## config.mk

```make
export PLATFORM = sky130hd
export DESIGN_NAME = seg7_scan_capture
export DESIGN_NICKNAME = d
export VERILOG_FILES = /design/src/rtl/seg7_scan_capture_pkg.sv /design/src/rtl/seg7_digit_confirm.sv /design/src/rtl/seg7_scan_capture.sv
export SDC_FILE = /design/constraint.sdc
export NUM_CORES = 1
export LEC_CHECK = 0
export ABC_AREA = 1
export CAP_MARGIN = 5
export CORE_MARGIN = 1
export CORE_UTILIZATION = 35
export DETAILED_ROUTE_END_ITERATION = 16
export GPL_TIMING_DRIVEN = 0
export PLACE_DENSITY_LB_ADDON = 0.25
export SLEW_MARGIN = 20
export SYNTH_ARGS = -nofsm -noshare
export SYNTH_HDL_FRONTEND = slang
export SYNTH_SLANG_ARGS = --single-unit
```

## constraint.sdc

```tcl
create_clock -name CLK -period 4.1 [get_ports CLK]
set_input_delay 0.82 -clock CLK [delete_from_list [all_inputs] [get_ports CLK]]
set_output_delay 0.82 -clock CLK [all_outputs]
set_load 0.005 [all_outputs]
```

## src/rtl/seg7_scan_capture_pkg.sv

```systemverilog
// Shared definitions for the 7-segment scan capture: segment bit positions,
// canonical glyph patterns and the glyph decoder.
package seg7_scan_capture_pkg;

  localparam int unsigned NUM_DIGITS = 4;

  localparam int unsigned SEG_A  = 0;
  localparam int unsigned SEG_G  = 6;
  localparam int unsigned SEG_DP = 7;

  localparam logic [6:0] SEG7_PAT_0 = 7'h3F;
  localparam logic [6:0] SEG7_PAT_1 = 7'h06;
  localparam logic [6:0] SEG7_PAT_2 = 7'h5B;
  localparam logic [6:0] SEG7_PAT_3 = 7'h4F;
  localparam logic [6:0] SEG7_PAT_4 = 7'h66;
  localparam logic [6:0] SEG7_PAT_5 = 7'h6D;
  localparam logic [6:0] SEG7_PAT_6 = 7'h7D;
  localparam logic [6:0] SEG7_PAT_7 = 7'h07;
  localparam logic [6:0] SEG7_PAT_8 = 7'h7F;
  localparam logic [6:0] SEG7_PAT_9 = 7'h6F;
  localparam logic [6:0] SEG7_PAT_BLANK = 7'h00;

  localparam logic [3:0] SEG7_BLANK   = 4'hE;
  localparam logic [3:0] SEG7_INVALID = 4'hF;

  typedef struct packed {
    logic [3:0] val;
    logic       dp;
  } glyph_t;

  // Lit-segment pattern (active-high, a..g) to digit value, blank or invalid.
  function automatic logic [3:0] seg7_decode(input logic [6:0] lit);
    logic [3:0] val;
    val = SEG7_INVALID;
    case (lit)
      SEG7_PAT_0:     val = 4'd0;
      SEG7_PAT_1:     val = 4'd1;
      SEG7_PAT_2:     val = 4'd2;
      SEG7_PAT_3:     val = 4'd3;
      SEG7_PAT_4:     val = 4'd4;
      SEG7_PAT_5:     val = 4'd5;
      SEG7_PAT_6:     val = 4'd6;
      SEG7_PAT_7:     val = 4'd7;
      SEG7_PAT_8:     val = 4'd8;
      SEG7_PAT_9:     val = 4'd9;
      SEG7_PAT_BLANK: val = SEG7_BLANK;
      default:        val = SEG7_INVALID;
    endcase
    return val;
  endfunction

endpackage

```

## src/rtl/seg7_digit_confirm.sv

```systemverilog
// Per-digit confirmation: candidate glyph with a saturating confirm count,
// committed register, and the seen/timeout tracker.
module seg7_digit_confirm
  import seg7_scan_capture_pkg::*;
#(
  parameter int unsigned CONFIRM = 3,
  parameter int unsigned TIMEOUT = 1048576
) (
  input  logic   CLK,
  input  logic   RST,
  input  logic   sample,
  input  glyph_t glyph,
  output glyph_t committed,
  output logic   seen,
  output logic   change_c
);

  localparam int unsigned CONF_W = $clog2(CONFIRM + 1);
  localparam int unsigned TO_W   = $clog2(TIMEOUT + 1);
  localparam logic [CONF_W-1:0] CONF_MAX = CONF_W'(CONFIRM);
  localparam logic [TO_W-1:0]   TO_LAST  = TO_W'(TIMEOUT - 1);

  glyph_t             cand;
  logic [CONF_W-1:0]  conf_cnt;
  logic [TO_W-1:0]    idle_cnt;
  logic               confirmed_c;

  assign confirmed_c = (conf_cnt == CONF_MAX);
  assign change_c    = confirmed_c && (cand != committed);

  // Candidate tracking: repeated glyphs build confidence, a new glyph restarts it.
  always_ff @(posedge CLK) begin
    if (RST) begin
      cand     <= '0;
      conf_cnt <= '0;
    end else if (sample) begin
      if (glyph == cand) begin
        if (conf_cnt != CONF_MAX) conf_cnt <= conf_cnt + CONF_W'(1);
      end else begin
        cand     <= glyph;
        conf_cnt <= CONF_W'(1);
      end
    end
  end

  always_ff @(posedge CLK) begin
    if (RST) begin
      committed.val <= SEG7_INVALID;
      committed.dp  <= 1'b0;
    end else if (confirmed_c) begin
      committed <= cand;
    end
  end

  // A sample restarts the idle count and takes priority over expiry.
  always_ff @(posedge CLK) begin
    if (RST) begin
      seen     <= 1'b0;
      idle_cnt <= '0;
    end else if (sample) begin
      seen     <= 1'b1;
      idle_cnt <= '0;
    end else if (seen) begin
      if (idle_cnt == TO_LAST) seen <= 1'b0;
      else                     idle_cnt <= idle_cnt + TO_W'(1);
    end
  end

endmodule

```

## src/rtl/seg7_scan_capture.sv

```systemverilog
// Receive side of the multiplexed 4-digit 7-segment bus: synchronizes the lines,
// samples each settled scan window once and feeds per-digit confirmation.
module seg7_scan_capture
  import seg7_scan_capture_pkg::*;
#(
  parameter int unsigned SETTLE_CYCLES = 16,
  parameter int unsigned CONFIRM       = 3,
  parameter int unsigned TIMEOUT       = 1048576
) (
  input  logic        CLK,
  input  logic        RST,
  input  logic [7:0]  seg_n,
  input  logic [3:0]  dig_en,
  output logic [15:0] digits,
  output logic [3:0]  dp,
  output logic [3:0]  seen,
  output logic        update,
  output logic        overlap,
  output logic        decode_err
);

  localparam int unsigned SET_W = $clog2(SETTLE_CYCLES + 1);
  localparam logic [SET_W-1:0] SET_MAX    = SET_W'(SETTLE_CYCLES);
  localparam logic [SET_W-1:0] SET_SAMPLE = SET_W'(SETTLE_CYCLES - 1);

  logic [7:0]        seg_meta, s_seg, prev_seg;
  logic [3:0]        en_meta, s_en, prev_en;
  logic [SET_W-1:0]  settle_cnt;
  logic              armed;

  logic              window_change_c;
  logic              sample_point_c;
  logic              en_onehot_c;
  logic              en_multi_c;
  glyph_t            glyph_c;
  logic [3:0]        dig_sample_c;
  logic [3:0]        commit_change_c;
  glyph_t            committed [NUM_DIGITS];

  // Two-flop synchronizers plus a one-cycle history for change detection.
  always_ff @(posedge CLK) begin
    if (RST) begin
      seg_meta <= '0;
      s_seg    <= '0;
      prev_seg <= '0;
      en_meta  <= '0;
      s_en     <= '0;
      prev_en  <= '0;
    end else begin
      seg_meta <= seg_n;
      s_seg    <= seg_meta;
      prev_seg <= s_seg;
      en_meta  <= dig_en;
      s_en     <= en_meta;
      prev_en  <= s_en;
    end
  end

  assign window_change_c = ({s_seg, s_en} != {prev_seg, prev_en});
  assign sample_point_c  = armed && (settle_cnt == SET_SAMPLE);

  // A change re-arms even on the sample cycle; the stable window is still taken from prev_*.
  always_ff @(posedge CLK) begin
    if (RST) begin
      settle_cnt <= '0;
      armed      <= 1'b0;
    end else if (window_change_c) begin
      settle_cnt <= '0;
      armed      <= 1'b1;
    end else begin
      if (settle_cnt != SET_MAX) settle_cnt <= settle_cnt + SET_W'(1);
      if (sample_point_c)        armed      <= 1'b0;
    end
  end

  assign en_onehot_c  = $onehot(prev_en);
  assign en_multi_c   = !en_onehot_c && (prev_en != 4'b0000);
  assign glyph_c.val  = seg7_decode(~prev_seg[SEG_G:SEG_A]);
  assign glyph_c.dp   = ~prev_seg[SEG_DP];
  assign dig_sample_c = (sample_point_c && en_onehot_c) ? prev_en : 4'b0000;

  for (genvar i = 0; i < NUM_DIGITS; i++) begin : g_digit
    seg7_digit_confirm #(
      .CONFIRM (CONFIRM),
      .TIMEOUT (TIMEOUT)
    ) u_confirm (
      .CLK       (CLK),
      .RST       (RST),
      .sample    (dig_sample_c[i]),
      .glyph     (glyph_c),
      .committed (committed[i]),
      .seen      (seen[i]),
      .change_c  (commit_change_c[i])
    );
    assign digits[4*i +: 4] = committed[i].val;
    assign dp[i]            = committed[i].dp;
  end

  always_ff @(posedge CLK) begin
    if (RST) begin
      update     <= 1'b0;
      overlap    <= 1'b0;
      decode_err <= 1'b0;
    end else begin
      update     <= |commit_change_c;
      overlap    <= sample_point_c && en_multi_c;
      decode_err <= sample_point_c && en_onehot_c && (glyph_c.val == SEG7_INVALID);
    end
  end

endmodule
```

=== Word level (Yosys, flattened, before mapping) ===
Index checks and enable logic that the tools add are counted.
W data, S select, Z words.

* Memories kept: 0
* Bits in latches: 0
* Logic and storage cells: 155
* Bits in registers: 181
* Memory bits (writable): 0
* Memory bits (read-only): 0
* Bits of input ports: 14

* Eq/ne operators: 39
* $add $sub $neg: 12
* Bitwise logic cells: 10
* Magnitude comparators: 0
* Shift-type cells: 0
* Reduce and logical (&&, ||, !) cells: 31
* Divide/modulo/power cells: 0
* Mux-type cells: 24
* Multiply operators: 0

{| class="wikitable"
|+ Operator list
! operator !! number
|-
| $add A21 B1 Y21 const B || 4
|-
| $eq A21 B20 Y1 const B || 4
|-
| $eq A7 B7 Y1 const B || 7
|-
| $pmux W4 S11 || 1
|-
| $reduce_and A2 Y1 || 12
|-
| $eq A5 B5 Y1 || 4
|-
| $ne A5 B5 Y1 || 4
|-
| $mux W2 || 8
|-
| $ne A2 B2 Y1 const B || 8
|-
| $eq A7 B3 Y1 const B || 2
|-
| $mux W1 || 14
|-
| $ne A12 B12 Y1 || 1
|-
| $reduce_or A2 Y1 || 5
|-
| $logic_and A1 B1 Y1 || 9
|-
| $not A1 Y1 || 9
|-
| $add A2 B1 Y2 const B || 4
|-
| $eq A2 B2 Y1 const B || 4
|-
| $eq A7 B6 Y1 const B || 1
|-
| $logic_not A7 Y1 || 1
|-
| $not A7 Y7 || 1
|-
| $add A5 B1 Y5 const B || 1
|-
| $eq A5 B4 Y1 const B || 1
|-
| $ne A5 B5 Y1 const B || 1
|-
| $add A1 B1 Y2 || 2
|-
| 8 further kinds || 8
|}

=== Depth between registers and ports, before layout ===
* Depth in word-level cells: 6
* Depth in mapped cells: 17
* Gate-level depth less buffers: 16

=== Hierarchy ===
Synthesis repeated with hierarchy kept, for this count alone.

* Cell total of the unflattened synthesis: 1439
* Area, all modules: 9729.3 um2

{| class="wikitable"
|+ By module, submodules not included
! module !! instances !! cells an instance !! area each (um2)
|-
| seg7_digit_confirm (g_digit[0].u_confirm ...) || 3 || 294 || 1943.1
|-
| seg7_scan_capture || 1 || 263 || 1955.6
|-
| seg7_digit_confirm (g_digit[2].u_confirm) || 1 || 294 || 1944.4
|}

=== Worst setup path after synthesis ===
OpenSTA, ideal clock, no wires.

* Path type: register to register
* Start: register prev_en[0]
* End: register g_digit[3].u_confirm.idle_cnt[7]
* Data arrival time: 2.764 ns
* Cell stages (with the launch flop): 13
* Period minus slack after synthesis: 2.892 ns
* Slack: 1.208 ns
* Setup time: 0.128 ns
* Path buffers: 1
* Cells stage by stage: dfxtp_1 > inv_1 > fa_1 > inv_1 > ha_1 > ha_1 > nor3b_1 > nand3_1 > nor2_1 > inv_1 > nand2_1 > clkbuf_1 > nor2_1

* Longest elaborated chain between the ends: 6

{| class="wikitable"
|+ RTL lines
! what !! RTL line !! RTL
|-
| start, declared || seg7_scan_capture.sv:27 || <nowiki>logic [3:0] en_meta, s_en, prev_en;</nowiki>
|-
| start signal, assigned || seg7_scan_capture.sv:55 || <nowiki>prev_en <= s_en;</nowiki>
|-
| $add A1 B1 Y2 (not written as such) || seg7_scan_capture.sv:76 || <nowiki>assign en_onehot_c = $onehot(prev_en);</nowiki>
|-
| $add A2 B2 Y3 (not written as such) || seg7_scan_capture.sv:76 ||
|-
| $eq A3 B1 Y1 || seg7_scan_capture.sv:76 ||
|-
| $logic_and A1 B1 Y1 || seg7_scan_capture.sv:80 || <nowiki>assign dig_sample_c = (sample_point_c && en_onehot_c) ? prev_en : 4'b0000;</nowiki>
|-
| $mux W4 || seg7_scan_capture.sv:80 ||
|-
| $reduce_or A2 Y1 (no source line) || - ||
|-
| end signal, assigned || seg7_digit_confirm.sv:65 || <nowiki>else idle_cnt <= idle_cnt + TO_W'(1);</nowiki>
|-
| end, declared || seg7_digit_confirm.sv:25 || <nowiki>logic [TO_W-1:0] idle_cnt;</nowiki>
|}

Every way passes these cells.
A chain may end at the register's enable or synchronous reset.

=== Worst setup path in the final report ===
* Start: register prev_en[0]
* End: register g_digit[0].u_confirm.idle_cnt[4]

* Longest elaborated chain between the ends: 6

{| class="wikitable"
|+ RTL lines
! what !! RTL line
|-
| $add A1 B1 Y2 (not written as such) || seg7_scan_capture.sv:76
|-
| $add A2 B2 Y3 (not written as such) || seg7_scan_capture.sv:76
|-
| $eq A3 B1 Y1 || seg7_scan_capture.sv:76
|-
| $logic_and A1 B1 Y1 || seg7_scan_capture.sv:80
|-
| $mux W4 (*) || seg7_scan_capture.sv:80
|-
| $reduce_or A2 Y1 (no source line) (*) || -
|-
| end signal, assigned || seg7_digit_confirm.sv:65
|-
| end, declared || seg7_digit_confirm.sv:25
|}

Mark *: on every way between the ends. The rest lies on a longest branch, timed or not.

==> out/results.tsv <==
metric	value	unit
status	finished clean	
wl_per_cell	12.3	um
globalplace.congestion	0.830	
antenna_found_initial	0	
initial_utilization	35.9	%
setup_violations	0	
core	25300	um2
synthArstFlopShare	0	%
drt_iter0_drc	559	
syn_inst	1273	
cts_hold_buf	0	
critPathMostFrequentCell	inv_1	
area_growth	14.8	%
fin_skew	0.0141	ns
ff2ff_path_depth	13	
grt.overflow.total	0	
nets	1360	
power.density	339	nW/um2
wl	20600	um
synth_warnings	0	
finalPower	3540	uW
synth_area	9100	um2
vias_per_cell	4.73	
n_antenna_cell	0	
worstPathCellList	inv_1 > fa_1 > inv_1 > ha_1 > ha_1 > nor3b_1 > nand3_1 > nor2_1 > inv_1 > nand2_1 > inv_1 > o21ai_0 > a21oi_1	
critPathKind	register to register	
critical_path.slowest_cell	nor2_1	
synth_flop_cell	dfxtp_1	
htreeDepth	4	
relSlewSlack	44.1	%
clock_sinks	181	
drive_above_1_share	10.7	%
ios	41	
post-route-period-util	86.3	%
synth-seq-area-share	39.8	%
port_buffers	39	
first_pass_iters	5	
die_height	163	um
rows	58	
fmaxAchievable	0.283	GHz
synth_edf_count	0	
grtUsageTotal	16.3	%
clockBufferDepth	2	
rsz0062_at_grt	no	
cp_slowest_stage_delay	0.68	ns
cts-root-buf	clkbuf_16	
pwr-share-seq	50.3	%
synthesis.nets	1302	
startpoint_type	register	
clk_latency	0.44	ns
r2r_start	prev_en[0]	
syn_area_per_cell	7.15	um2
hold_slack	0.399	ns
fin_util	41.3	%
post_cts_buffers	0	
tightest_slew	0.836	ns
drv_slew	0	
cts_tree	done	
ys_ff_latch	181	
grt_pass1_vias	7318	
comb_power_share	5.9	%
grt_pass1_wl	35100	um
cts_buffers	17	
finalCriticalPeriod	3.54	ns
hp-class	register to register	
ys_types	45	
critPathMaxFanout	8	
die_area	26700	um2
drv_cap	0	
p_int	2630	uW
setup_tns	0	ns
synth_top_area_cell	dfxtp_1	
p_leak	0.00406	uW
cts.clk_slew.worst_paths	0.07	ns
cp.arrival	3.86	ns
p_switching	913	uW
drtAntennaViolNets	0	
power.share.clock	43.8	%
vias	7910	
synthTopCellsByArea	dfxtp_1 40%, nand2_1 11%, inv_1 7.3%, a21oi_1 5.2%, nor2_1 4.7%	
ir_drop	0.000229	V
crit_start	prev_en[0]	
synth_top_area_share	39.8	%
hpwl	15000	um
grt_max_degree	18	
post_cts_resized	0	
hold_viol_final	0	
worstPathRequired	4.42	ns
die_w	163	um
endpoint	g_digit[0].u_confirm.idle_cnt[4]	
endpoint_kind	register	
netSwitchingFraction	25.8	%
rrSetupSlack	0.56	ns
drc	0	
r2r-end	g_digit[0].u_confirm.idle_cnt[4]	
[sequential cells by signal, summed over array words and instances, names as in the netlist]
signal                       cells
settle_cnt                       5
g_digit.u_confirm.committed     20
prev_seg                         8
en_meta                          4
seg_meta                         8
g_digit.u_confirm.cand          20
g_digit.u_confirm.seen           4
g_digit.u_confirm.conf_cnt       8
armed                            1
update                           1
s_en                             4
s_seg                            8
prev_en                          4
decode_err                       1
g_digit.u_confirm.idle_cnt      84
overlap                          1
[synthesized netlist by cell type (14+ instances only)]
cell type  count
nand2_1      269
dfxtp_1      181
inv_1        177
nor2_1       115
a21oi_1       95
nand3_1       76
o21ai_0       46
nor3_1        39
nand2_2       33
xor2_1        27
nand4_1       26
clkbuf_1      16
a21oi_2       15
o211ai_1      15
ha_1          14
[metrics by stage]
stage                     cell area [um2]  setup slack (ns)  cells
final                               10400             0.562   1674
after global routing                10400             0.208   1674
after CTS                           10400             0.538   1674
after detailed placement             9910             0.551   1642
after global placement               9910             0.570   1642
after floorplan                      9100              1.21   1273
[power groups by stage]
| stage | Combinational [uW] | Sequential (uW) | Clock [uW] |
|---|---|---|---|
| 6_report | 210 | 1780 | 1550 |
| 5_1_grt | 236 | 1780 | 1660 |
| 4_1_cts | 213 | 1780 | 1600 |
| 3_5_place_dp | 212 | 1820 | 0 |
| 3_3_place_gp | 210 | 1820 | 0 |
| 2_1_floorplan | 151 | 1820 | 0 |
[worst max-delay path, delay by kind of cell (launching register included)]
family / cells / cell delay, ns
flip-flops: 1 / 0.34
buffers and inverters: 4 / 0.53
AO/OA/AOI/OAI: 2 / 0.17
AND/OR/NAND/NOR: 4 / 1.41
adder cells (fa/ha/maj): 3 / 0.97
[worst min-delay path by stage]
| stage | startpoint | slack, ns | cells past startpoint | endpoint |
|---|---|---|---|---|
| after global routing | en_meta[2] | 0.41 | 2 | s_en[2] |
| after floorplan | en_meta[0] | 0.39 | 2 | s_en[0] |
| after CTS | seg_meta[7] | 0.40 | 2 | s_seg[7] |
| after global placement | en_meta[0] | 0.39 | 2 | s_en[0] |
| final | seg_meta[6] | 0.40 | 2 | s_seg[6] |
| after detailed placement | en_meta[1] | 0.39 | 2 | s_en[1] |
[kinds of logic after synthesis]
group / synth area share [%]
fa+ha+maj: 2.14
simple gates: 31.9
buf+inv: 9.44
xor+xnor: 3.85
flops: 39.8
compound gates: 12.8
[per-layer routing]
metal	global-route usage, %	vias up	routed length (um)
met5	0	-	0
met4	4.59	0	213
met3	2.69	16	494
met2	25.8	88	9270
met1	22.5	3574	10600
li1	-	4232	-
[final cells by class]
cell class | instances | area (um2)
plain buffers | 27 | 146
clock buffers | 17 | 425
clock inverters | 15 | 118
fillers | 2645 | 14900
inverters | 190 | 713
multi-input cells | 875 | 4620
flip-flops and latches | 181 | 3620
well taps | 330 | 413
repair buffers | 39 | 390
[placed cells by master (no fill, tap or decap), types with 3 or more instances in the layout]
cell type,n
nor2_1,115
clkdlybuf4s50_1,39
a21oi_1,95
o21a_1,4
nor2_4,5
clkinv_1,4
o21ai_1,4
ha_1,14
a31oi_1,6
nand2_2,33
buf_6,3
xor2_1,27
xnor2_1,13
nand3_1,76
clkinv_2,4
o211ai_1,15
inv_1,177
inv_2,9
inv_6,7
buf_2,3
o41ai_1,3
buf_4,5
or2_2,13
nand2_1,269
clkbuf_16,17
a21oi_2,15
clkbuf_1,16
nor2_2,13
nand2_4,5
nand3b_1,7
o21ai_0,46
nand3_4,5
nor4_1,8
nor3b_1,3
nor3_1,39
nand4_1,26
dfxtp_1,181
(Power assumes the default switching activity.)
